$ cat config.mk
export PLATFORM = sky130hd
export DESIGN_NAME = nanorv32_ahb_arbiter
export DESIGN_NICKNAME = d
export VERILOG_FILES = /design/src/rtl/nanorv32_ahb_arbiter.sv
export SDC_FILE = /design/constraint.sdc
export NUM_CORES = 1
export LEC_CHECK = 0
export CORE_MARGIN = 2
export CORE_UTILIZATION = 35
export CTS_BUF_LIST = sky130_fd_sc_hd__clkbuf_16
export DETAILED_ROUTE_END_ITERATION = 12
export PLACE_DENSITY = 0.76
export SYNTH_ARGS = -nofsm -noshare
export SYNTH_HDL_FRONTEND = slang
export SYNTH_SLANG_ARGS = --single-unit
$ cat constraint.sdc
create_clock -name clk -period 2.5 [get_ports clk]
set_input_delay 0.25 -clock clk [delete_from_list [all_inputs] [get_ports clk]]
set_output_delay 0.25 -clock clk [all_outputs]
set_load 0.05 [all_outputs]
$ cat src/rtl/nanorv32_ahb_arbiter.sv
// nanorv32_ahb_arbiter: I/D master to single AHB-lite slave arbiter.
// D has priority; a starvation counter bounds I-side wait.
module nanorv32_ahb_arbiter #(
   parameter int STARVE_LIMIT = 4
) (
   input  logic        clk,
   input  logic        rst,
   input  logic        htransi,
   input  logic [31:0] haddri,
   input  logic [3:0]  hproti,
   input  logic [2:0]  hsizei,
   output logic        hreadyi,
   output logic        hrespi,
   input  logic        htransd,
   input  logic [31:0] haddrd,
   input  logic [3:0]  hprotd,
   input  logic [2:0]  hsized,
   input  logic        hwrited,
   input  logic [31:0] hwdatad,
   output logic        hreadyd,
   output logic        hrespd,
   output logic [31:0] hrdata,
   output logic        htrans_s,
   output logic [31:0] haddr_s,
   output logic [3:0]  hprot_s,
   output logic [2:0]  hsize_s,
   output logic        hwrite_s,
   output logic [31:0] hwdata_s,
   input  logic [31:0] hrdata_s,
   input  logic        hready_s,
   input  logic        hresp_s
);

   localparam int SW = $clog2(STARVE_LIMIT + 1);
   localparam logic [SW-1:0] SLIM = SW'(STARVE_LIMIT);

   logic          pend_v_i_q, pend_v_i_d;
   logic [31:0]   pa_i_q, pa_i_d;
   logic [3:0]    pp_i_q, pp_i_d;
   logic [2:0]    ps_i_q, ps_i_d;
   logic          pend_v_d_q, pend_v_d_d;
   logic [31:0]   pa_d_q, pa_d_d;
   logic [3:0]    pp_d_q, pp_d_d;
   logic [2:0]    ps_d_q, ps_d_d;
   logic          pw_d_q, pw_d_d;
   logic          out_i_q, out_i_d;
   logic          out_d_q, out_d_d;
   logic          dph_v_q, dph_v_d;
   logic          dph_own_q, dph_own_d;
   logic [SW-1:0] starve_q, starve_d;

   logic done_i, done_d;
   logic dreq_i, dreq_d;
   logic req_i, req_d;
   logic win_i, win_d;
   logic issue;

   // dph_own: 1 = D-side, 0 = I-side
   always_comb begin
      done_i   = dph_v_q & ~dph_own_q & hready_s;
      done_d   = dph_v_q & dph_own_q & hready_s;
      hreadyi  = out_i_q ? done_i : 1'b1;
      hreadyd  = out_d_q ? done_d : 1'b1;
      dreq_i   = ~rst & htransi & hreadyi;
      dreq_d   = ~rst & htransd & hreadyd;
      req_i    = ~rst & (pend_v_i_q | dreq_i);
      req_d    = ~rst & (pend_v_d_q | dreq_d);
      win_d    = req_d & ~(req_i & (starve_q == SLIM));
      win_i    = req_i & ~win_d;
      issue    = (win_i | win_d) & hready_s;

      htrans_s = win_i | win_d;
      haddr_s  = '0;
      hprot_s  = '0;
      hsize_s  = '0;
      hwrite_s = 1'b0;
      if (win_d) begin
         haddr_s  = pend_v_d_q ? pa_d_q : haddrd;
         hprot_s  = pend_v_d_q ? pp_d_q : hprotd;
         hsize_s  = pend_v_d_q ? ps_d_q : hsized;
         hwrite_s = pend_v_d_q ? pw_d_q : hwrited;
      end else if (win_i) begin
         haddr_s  = pend_v_i_q ? pa_i_q : haddri;
         hprot_s  = pend_v_i_q ? pp_i_q : hproti;
         hsize_s  = pend_v_i_q ? ps_i_q : hsizei;
      end

      hwdata_s = (dph_v_q & dph_own_q) ? hwdatad : '0;
      hrespi   = dph_v_q & ~dph_own_q & hresp_s;
      hrespd   = dph_v_q & dph_own_q & hresp_s;
      hrdata   = hrdata_s;
   end

   always_comb begin
      pend_v_i_d = pend_v_i_q;
      pa_i_d     = pa_i_q;
      pp_i_d     = pp_i_q;
      ps_i_d     = ps_i_q;
      pend_v_d_d = pend_v_d_q;
      pa_d_d     = pa_d_q;
      pp_d_d     = pp_d_q;
      ps_d_d     = ps_d_q;
      pw_d_d     = pw_d_q;
      dph_v_d    = dph_v_q;
      dph_own_d  = dph_own_q;
      starve_d   = starve_q;

      // an accepted address that loses arbitration parks in pend
      if (issue & win_i) begin
         pend_v_i_d = 1'b0;
      end else if (dreq_i) begin
         pend_v_i_d = 1'b1;
         pa_i_d     = haddri;
         pp_i_d     = hproti;
         ps_i_d     = hsizei;
      end

      if (issue & win_d) begin
         pend_v_d_d = 1'b0;
      end else if (dreq_d) begin
         pend_v_d_d = 1'b1;
         pa_d_d     = haddrd;
         pp_d_d     = hprotd;
         ps_d_d     = hsized;
         pw_d_d     = hwrited;
      end

      out_i_d = dreq_i | (out_i_q & ~done_i);
      out_d_d = dreq_d | (out_d_q & ~done_d);

      if (issue) begin
         dph_v_d   = 1'b1;
         dph_own_d = win_d;
      end else if (hready_s) begin
         dph_v_d   = 1'b0;
      end

      if (issue) begin
         if (win_i) begin
            starve_d = '0;
         end else if (req_i && starve_q != SLIM) begin
            starve_d = starve_q + SW'(1);
         end
      end
   end

   always_ff @(posedge clk) begin
      if (rst) begin
         pend_v_i_q <= 1'b0;
         pa_i_q     <= '0;
         pp_i_q     <= '0;
         ps_i_q     <= '0;
         pend_v_d_q <= 1'b0;
         pa_d_q     <= '0;
         pp_d_q     <= '0;
         ps_d_q     <= '0;
         pw_d_q     <= 1'b0;
         out_i_q    <= 1'b0;
         out_d_q    <= 1'b0;
         dph_v_q    <= 1'b0;
         dph_own_q  <= 1'b0;
         starve_q   <= '0;
      end else begin
         pend_v_i_q <= pend_v_i_d;
         pa_i_q     <= pa_i_d;
         pp_i_q     <= pp_i_d;
         ps_i_q     <= ps_i_d;
         pend_v_d_q <= pend_v_d_d;
         pa_d_q     <= pa_d_d;
         pp_d_q     <= pp_d_d;
         ps_d_q     <= ps_d_d;
         pw_d_q     <= pw_d_d;
         out_i_q    <= out_i_d;
         out_d_q    <= out_d_d;
         dph_v_q    <= dph_v_d;
         dph_own_q  <= dph_own_d;
         starve_q   <= starve_d;
      end
   end

endmodule

---- Word-level counts from Yosys, hierarchy flattened ----
Cells that the tools add are included.
cells by class
  bitwise operators ....................... 33
  multiplexer cells ....................... 21
  add/sub/neg operators ................... 1
  reductions and logical operators ........ 8
  eq/ne operators ......................... 2
operators with widths
  kind                   number
  $mux W32               5
  $and A1 B1 Y1          20
  $mux W3                6
  $mux W4                4
  $not A1 Y1             8
  $mux W1                6
  $reduce_and A2 Y1      3
  $or A1 B1 Y1           5
  $reduce_bool A2 Y1     2
  $reduce_or A2 Y1       2
  $add A3 B1 Y3 const B  1
  $eq A3 B3 Y1 const B   1
  $ne A3 B3 Y1 const B   1
  $logic_and A1 B1 Y1    1
word-level totals
  bits in registers ....................... 88
  word-level logic and storage cells ...... 79
  output and inout port bits .............. 109
  bits of input ports ..................... 149

---- Depth between registers and ports, before layout ----
Gate-level depths: netlist of the first run.
  depth in word-level cells ............... 17
  gate-level depth with buffers ........... 8
  gate-level depth less buffers ........... 7

---- Worst setup path after synthesis of the first run ----
OpenSTA, ideal clock, no wires.
  kind .................................... register to output
  start ................................... reg pend_v_d_q
  end ..................................... out haddr_s[12]
  required time ........................... 2.250 ns
  stages on the path, launching flop included .. 7
  buffers on the path ..................... 2
  setup slack ............................. -0.103 ns
  arrival ................................. 2.353 ns
  path through ............................ dfxtp_1 -> clkbuf_1 -> nor2_1 -> a311oi_4 -> o21ai_4 -> clkbuf_1 -> o21ai_0
between the ends
  longest elaborated chain between the ends .. 7
  elaborated cells between the ends (all ways) .. 8
  classes of those cells .................. mux: 3; bitwise: 5
ends and longest elaborated chain
  element                 RTL line  source
  from (decl)             41        logic pend_v_d_q, pend_v_d_d;
  from (signal assigned)  168       pend_v_d_q <= pend_v_d_d;
  $or A1 B1 Y1            67        req_d = ~rst & (pend_v_d_q | dreq_d);
  $and A1 B1 Y1           67
  $and A1 B1 Y1           68        win_d = req_d & ~(req_i & (starve_q == SLIM));
  $not A1 Y1              69        win_i = req_i & ~win_d;
  $and A1 B1 Y1           69
  $mux W32                82        end else if (win_i) begin
  $mux W32 *              77        if (win_d) begin
  to (decl)               24        output logic [31:0] haddr_s,
Mark *: on every way between the ends. The rest lies on a longest branch, timed or not.

---- Worst setup path in the final report of the first run ----
  start ................................... reg dph_own_q
  end ..................................... out haddr_s[15]
between the ends
  longest elaborated chain between the ends .. 14
  elaborated cells between the ends (all ways) .. 20
  classes of those cells .................. mux: 4; bitwise: 16
ends and longest elaborated chain
  element                     RTL line  source
  from (decl)                 49        logic dph_own_q, dph_own_d;
  from (signal assigned)      176       dph_own_q <= dph_own_d;
  $not A1 Y1                  60        done_i = dph_v_q & ~dph_own_q & hready_s;
  $and A1 B1 Y1 (2 in a row)  60
  $mux W1                     62        hreadyi = out_i_q ? done_i : 1'b1;
  $and A1 B1 Y1               64        dreq_i = ~rst & htransi & hreadyi;
  $or A1 B1 Y1                66        req_i = ~rst & (pend_v_i_q | dreq_i);
  $and A1 B1 Y1               66
  $and A1 B1 Y1               68
  $not A1 Y1                  68
  $and A1 B1 Y1               68
  $not A1 Y1                  69
  $and A1 B1 Y1               69
  $mux W32                    82
  $mux W32 *                  77
Marked as above.

==> flow_metrics.tcl, run 1 <==
set metrics [dict create \
    status "complete, no violations" \
    synth_edf_count 0 \
    clock_latency_ns 0.33 \
    period_share_pct 94.68 \
    root_buffer "clkbuf_16" \
    clkPwrFrac_pct 35.0 \
    crit_path_top_delay_cell "dfxtp_2" \
    drtIter0Drc 217 \
    dpl_cell_area_um2 7767 \
    internal_power_mw 3.073 \
    p_sw_share_pct 29.12 \
    critPathCaptureType "primary output" \
    grt_max_degree 43 \
    die_h_um 127.6 \
    clk_path_buf_depth 2 \
    yosysSeqAreaShare_pct 32.97 \
    antenna_found_initial 0 \
    vias_per_cell 5.193 \
    drt_pre_antenna_iters 4 \
    place_hpwl_mm 10.80 \
    syn_area_um2 5344 \
    cts_made_buffers 9 \
    n_fill_cell 1369 \
    port_buffers 193 \
    synth_most_common_cell "dfxtp_1" \
    drive_above_1_share_pct 21.68 \
    h-tree-depth 3 \
    hp-class "in -> reg" \
    syn_nets 775 \
    synth.avg_cell_area_um2 8.564 \
    core_um2 15030 \
    synth_ff_type "dfxtp_1" \
    synth_area_leaders "dfxtp_1 33%, mux2i_1 15%, mux2_2 8.2%, nand3_1 7.3%, buf_4 4.8%" \
    worstPathRequired_ns 2.25 \
    fp.dieW_um 127.6 \
    gp_congestion 0.7641 \
    ant_nets 0 \
    pre_cts_ws_ns 0.004008 \
    irDropWorstVdd_mv 0.3826 \
    yosysWarnings 0 \
    vias 5001 \
    fp.dieArea_um2 16270 \
    ys_top_cells_by_count "88 x dfxtp_1, 80 x mux2i_1, 78 x nand3_1" \
    nets 922 \
    p_sw_mw 1.262 \
    multi_input_area_um2 3060 \
    gr-usage-all-layers_pct 19.04 \
    synth_cell_type_count 39 \
    start_kind "flop" \
    seqCellArea_um2 1767 \
    final_cell_area_um2 8114 \
    cts_tree "built" \
    relSlewSlack_pct 33.34 \
    clkTransAtPathRegs_ns 0.06 \
    rows 45 \
    crit_type "reg -> out" \
    ios 258 \
    detail_route.wl_per_cell_um 16.17 \
    synth-async-reset-ratio_pct 0 \
    worst_pin_slew_ns 0.9977 \
    post_cts_buffers 0 \
    hold_violations 0 \
    grt_pass1_wl_mm 25.53 \
    cp_common_cell "buf_12" \
    synth_seq_cells 88 \
    overflow 0 \
    synthCells 624 \
    slew_violations 0 \
    rsz0062_at_grt "false" \
    grt_pass1_vias 4898 \
    maxCapViolCount 0 \
    leakagePower_nw 3.560 \
    seqPwrFrac_pct 34.6 \
    synthToLayoutAreaGrowth_pct 51.84 \
    crit_path_max_incr_delay_ns 0.35 \
    postLayoutSetupSlackWorst_ns 0.1331 \
    power_mw 4.335 \
    synth_largest_area_cell "dfxtp_1" \
    critical_path_arrival_ns 2.12 \
    path_cells "nand3b_4 -> a211o_1 -> o21ai_4 -> buf_12 -> nand3_1 -> o21ai_1 -> buf_12" \
    cts_sinks 88 \
    crit_fanout 29 \
    diodes 0 \
    drc 0 \
    holdWs_ns 0.4508 \
    finalSetupViolations 0 \
    finClkSkew_ns 0.006806 \
    p_per_area_nw_per_um2 534.3 \
    pwr-share-comb_pct 30.4 \
    start_util_pct 35.55 \
    yosysTopAreaCellShare_pct 32.97 \
    drt_wl_total_mm 15.58 \
    min_period_ns 2.367 \
    fmax_mhz 422.5 \
]
-- cells by family (layout without fill, tap and decap cells) --
group	Yosys count	after routing	synth area share [%]
adder cells (fa/ha/maj)	2	2	0.4682
flip-flops	88	88	32.97
AND/OR/NAND/NOR	213	213	19.22
AO/OA/AOI/OAI	98	98	13.53
buffers and inverters	104	255	10.61
multiplexers	119	119	23.20
-- metrics by stage --
step,std cells,setup TNS [ns],utilization [%]
after floorplan,624,-3.707,-
after global placement,948,0,51.67
after detailed placement,948,0,51.67
after CTS,963,0,53.90
after global routing,963,0,53.97
final,963,0,53.97
-- power groups by stage --
stage	Combinational [mW]	Sequential (mW)	Clock, mW
6_report	1.32	1.50	1.52
5_1_grt	1.40	1.51	1.62
4_1_cts	1.33	1.50	1.56
3_5_place_dp	1.32	1.53	0
3_3_place_gp	1.31	1.53	0
2_1_floorplan	0.818	1.52	0
-- flip-flops by register name, summed over array words and instances (netlist names), 3 cells and up --
signal    cells
pa_i_q       32
pp_d_q        4
ps_d_q        3
starve_q      3
pp_i_q        4
pa_d_q       32
ps_i_q        3
-- worst max-delay path, delay by kind of cell, from the launching register on --
family	cells	cell delay, ns
AO/OA/AOI/OAI	3	0.79
buffers and inverters	2	0.39
flip-flops	1	0.35
AND/OR/NAND/NOR	2	0.26
-- layout by cell type (no fill, tap or decap), types with 7 or more instances in the layout --
cell type / instances
nand2_1: 47
clkbuf_16: 9
clkdlybuf4s50_1: 133
inv_1: 10
dfxtp_1: 84
buf_4: 47
mux2_2: 39
mux2i_1: 80
nand3_1: 78
nor2_1: 45
buf_12: 49
a21oi_1: 7
o311ai_0: 29
and3_1: 33
o311ai_1: 8
o21ai_0: 28
o21ai_1: 11
-- repair_timing --
item	in CTS	in global routing
pin swaps	1	1
endpoints found under the setup margin	7	39
resized for setup	4	10
hold buffers	0	0
-- worst paths after layout --
| kind | startpoint | to | slack (ns) | cells past startpoint |
|---|---|---|---|---|
| max | dph_own_q$_SDFFE_PP0P_ | haddr_s[15] | 0.13 | 7 |
| min | hready_s | pend_v_d_q$_SDFFE_PP0P_ | 0.45 | 3 |
| max reg2reg | starve_q[0]$_SDFFE_PP0P_ | pa_i_q[2]$_SDFFE_PP0P_ | 0.46 | 6 |
| min reg2reg | pa_i_q[24]$_SDFFE_PP0P_ | pa_i_q[24]$_SDFFE_PP0P_ | 0.46 | 2 |
-- layout make-up --
cell class,instances,area share (%)
clock buffer,9,2.776
sequential,88,21.77
tap,188,2.899
timing repair buffer,231,33.06
multi-input combinational,432,37.72
inverter,9,0.4163
clock inverter,6,1.357
-- routing by layer --
metal  up-vias  wire length, um  GRT usage (%)
li1       2529                -              -
met1      2327             7048          25.15
met2       138             7426          31.39
met3         7             1042          5.235
met4         0               57          3.685
met5         -                0              0
Power figures use the tool's default switching activity.
==> inputs of run 2 (changes only) <==
--- a/config.mk
+++ b/config.mk
@@ -5,6 +5,7 @@
 export SDC_FILE = /design/constraint.sdc
 export NUM_CORES = 1
 export LEC_CHECK = 0
+export CAP_MARGIN = 20
 export CORE_MARGIN = 2
 export CORE_UTILIZATION = 35
 export CTS_BUF_LIST = sky130_fd_sc_hd__clkbuf_16
==> results of run 2 <==
Same layout as run 1: the final DEF is identical, and so are final timing and power.
==> inputs of run 3 (changes only) <==
--- a/config.mk
+++ b/config.mk
@@ -11,6 +11,8 @@
 export CTS_BUF_LIST = sky130_fd_sc_hd__clkbuf_16
 export DETAILED_ROUTE_END_ITERATION = 12
 export PLACE_DENSITY = 0.76
+export REMOVE_ABC_BUFFERS = 1
 export SYNTH_ARGS = -nofsm -noshare
 export SYNTH_HDL_FRONTEND = slang
 export SYNTH_SLANG_ARGS = --single-unit
+export TNS_END_PERCENT = 5
==> run 3 against run 2 <==
Sequential power about the same. Sequential share of layout area is 0.31 points higher. Sequential cell count did not move. Clock skew increased by 0.0011 ns. Highest routed layer is now met5. Largest power group is now registers.
==> flow_metrics.tcl, run 3 (synthesis gave the netlist of run 1 again) <==
set metrics [dict create \
    status "complete, no violations" \
    fmax_mhz 419.8 \
    reg2reg_to "pa_i_q[1]$_SDFFE_PP0P_" \
    reg2reg_setup_slack_ns 0.50 \
    drt_pre_antenna_iters 4 \
    hold_violations 0 \
    cts_tree "built" \
    slew_violations 0 \
    drive_above_1_share_pct 24.36 \
    drtIter0Drc 249 \
    clk_path_buf_depth 2 \
    cp_common_cell "buf_12" \
    finClkSkew_ns 0.007896 \
    fp.dieW_um 127.6 \
    path_cells "clkdlybuf4s50_1 -> nor2_1 -> a311oi_4 -> o21ai_4 -> buf_12 -> o21ai_0 -> buf_12" \
    startpoint "htransd" \
    worstPathRequired_ns 2.25 \
    clkTransAtPathRegs_ns 0.06 \
    n_fill_cell 1319 \
    hold_end "dph_v_q$_SDFFE_PP0P_" \
    hp-class "in -> reg" \
    h-tree-depth 3 \
    layout.cells.non_filler 968 \
    holdPathStages 2 \
    cts_sinks 88 \
    grt_pass1_vias 5198 \
    final_common_cell "clkdlybuf4s50_1" \
    leakagePower_nw 3.591 \
    crit_type "in -> out" \
    min_period_ns 2.382 \
    core_um2 15030 \
    grt_pass1_wl_mm 27.41 \
    root_buffer "clkbuf_16" \
    largestRegisters "pa_d_q (32), pa_i_q (32)" \
    holdWs_ns 0.2545 \
    start_util_pct 35.55 \
    maxCapViolCount 0 \
    reg2regPathDepth 6 \
    synthToLayoutAreaGrowth_pct 49.92 \
    irDropWorstVdd_mv 0.2655 \
    gp_congestion 0.8707 \
    hold_start "rst" \
    postLayoutSetupSlackWorst_ns 0.1178 \
    worst_pin_slew_ns 0.9747 \
    detail_route.wl_per_cell_um 17.75 \
    p_per_area_nw_per_um2 515.3 \
    critPathCaptureType "primary output" \
    rows 45 \
    diodes 0 \
    drt_wl_total_mm 17.18 \
    pre_cts_ws_ns 0.01127 \
    rsz0062_at_grt "true" \
    final_cell_mix "114 x clkdlybuf4s50_1, 84 x dfxtp_1, 80 x mux2i_1" \
    period_share_pct 95.29 \
    port_buffers 193 \
    ios 258 \
    crit_path_max_incr_delay_ns 0.57 \
    relSlewSlack_pct 34.87 \
    place_hpwl_mm 12.27 \
    grt_max_degree 47 \
    crit_fanout 39 \
    ant_nets 0 \
    critical_path_arrival_ns 2.13 \
    drc 0 \
    vias_per_cell 5.308 \
    vias 5138 \
    start_kind "primary input" \
    antenna_found_initial 0 \
    r2r_start "pend_v_d_q$_SDFFE_PP0P_" \
    clock_latency_ns 0.34 \
    dp_cells 953 \
    overflow 0 \
    die_h_um 127.6 \
    cts_made_buffers 9 \
    nets 927 \
    post_cts_buffers 0 \
    gr-usage-all-layers_pct 21.22 \
    fp.dieArea_um2 16270 \
    finalSetupViolations 0 \
    crit_path_top_delay_cell "clkdlybuf4s50_1" \
]
==> run 3: cell count changes in the layout (fill, tap and decap cells not counted), moves of 2 or more <==
cell / delta
o21ai_0: +7
buf_4: +27
buf_12: -3
bufinv_16: -2
o21ai_1: -6
clkdlybuf4s50_1: -19
==> run 3: report_power, final <==
group	internal (mW)	switching (mW)	total, mW	leakage, nW
Clock	0.756	0.546	1.30	0.141
Sequential	1.47	0.0371	1.50	0.719
Combinational	0.642	0.681	1.32	2.73
==> run 3: cell type report <==
cell class	instances	area (um2)	area share, %
inverters	9	33.78	0.4217
flip-flops and latches	88	1769	22.08
multi-input cells	432	3059	38.19
repair buffers	236	2635	32.89
clock buffers	9	225.2	2.811
well taps	188	235.2	2.936
clock inverters	6	53.80	0.6716
==> run 3: how the worst max path moves through the flow <==
stage                                         to  slack, ns  cells past startpoint
after floorplan           pa_d_q[0]$_SDFFE_PP0P_      -2.08                      5
after global placement    ps_i_q[2]$_SDFFE_PP0P_       0.06                      7
after detailed placement  ps_i_q[0]$_SDFFE_PP0P_       0.01                      7
after CTS                             haddr_s[2]      0.009                      7
after global routing                  hprot_s[3]      -0.02                      8
final                                haddr_s[14]       0.12                      7
==> run 3: per-stage QoR <==
| step | power (mW) | area [um2] | setup TNS, ns | utilization [%] |
|---|---|---|---|---|
| 6_report | 4.128 | 8011 | 0 | 53.29 |
| 5_1_grt | 4.320 | 8011 | -0.03357 | 53.29 |
| 4_1_cts | 4.167 | 8001 | 0 | 53.23 |
| 3_5_place_dp | 2.859 | 7720 | 0 | 51.35 |
| 3_3_place_gp | 2.844 | 7720 | 0 | 51.35 |
| 2_1_floorplan | 2.151 | 4811 | -202.12 | - |
==> run 3: per-layer routing <==
metal  part of all wire, %  GRT usage (%)  wire [um]  vias to the layer above
li1                      -              -          -                     2538
met2                    45          32.90       7762                      181
met4                  0.95          5.365        163                        2
met5                  0.48          4.954         83                        -
met1                    44          26.49       7576                     2399
met3                   9.3          9.590       1590                       18
==> run 3: critical path, delay by kind of cell <==
family / cells / cell delay (ns)
buf+inv: 3 / 0.95
simple gates: 1 / 0.11
compound gates: 3 / 0.80
==> run 3: repair_timing <==
item	4_1_cts	5_1_grt
pin swaps	0	1
endpoints found under the setup margin	5	39
resized for setup	1	10
hold buffers	0	0
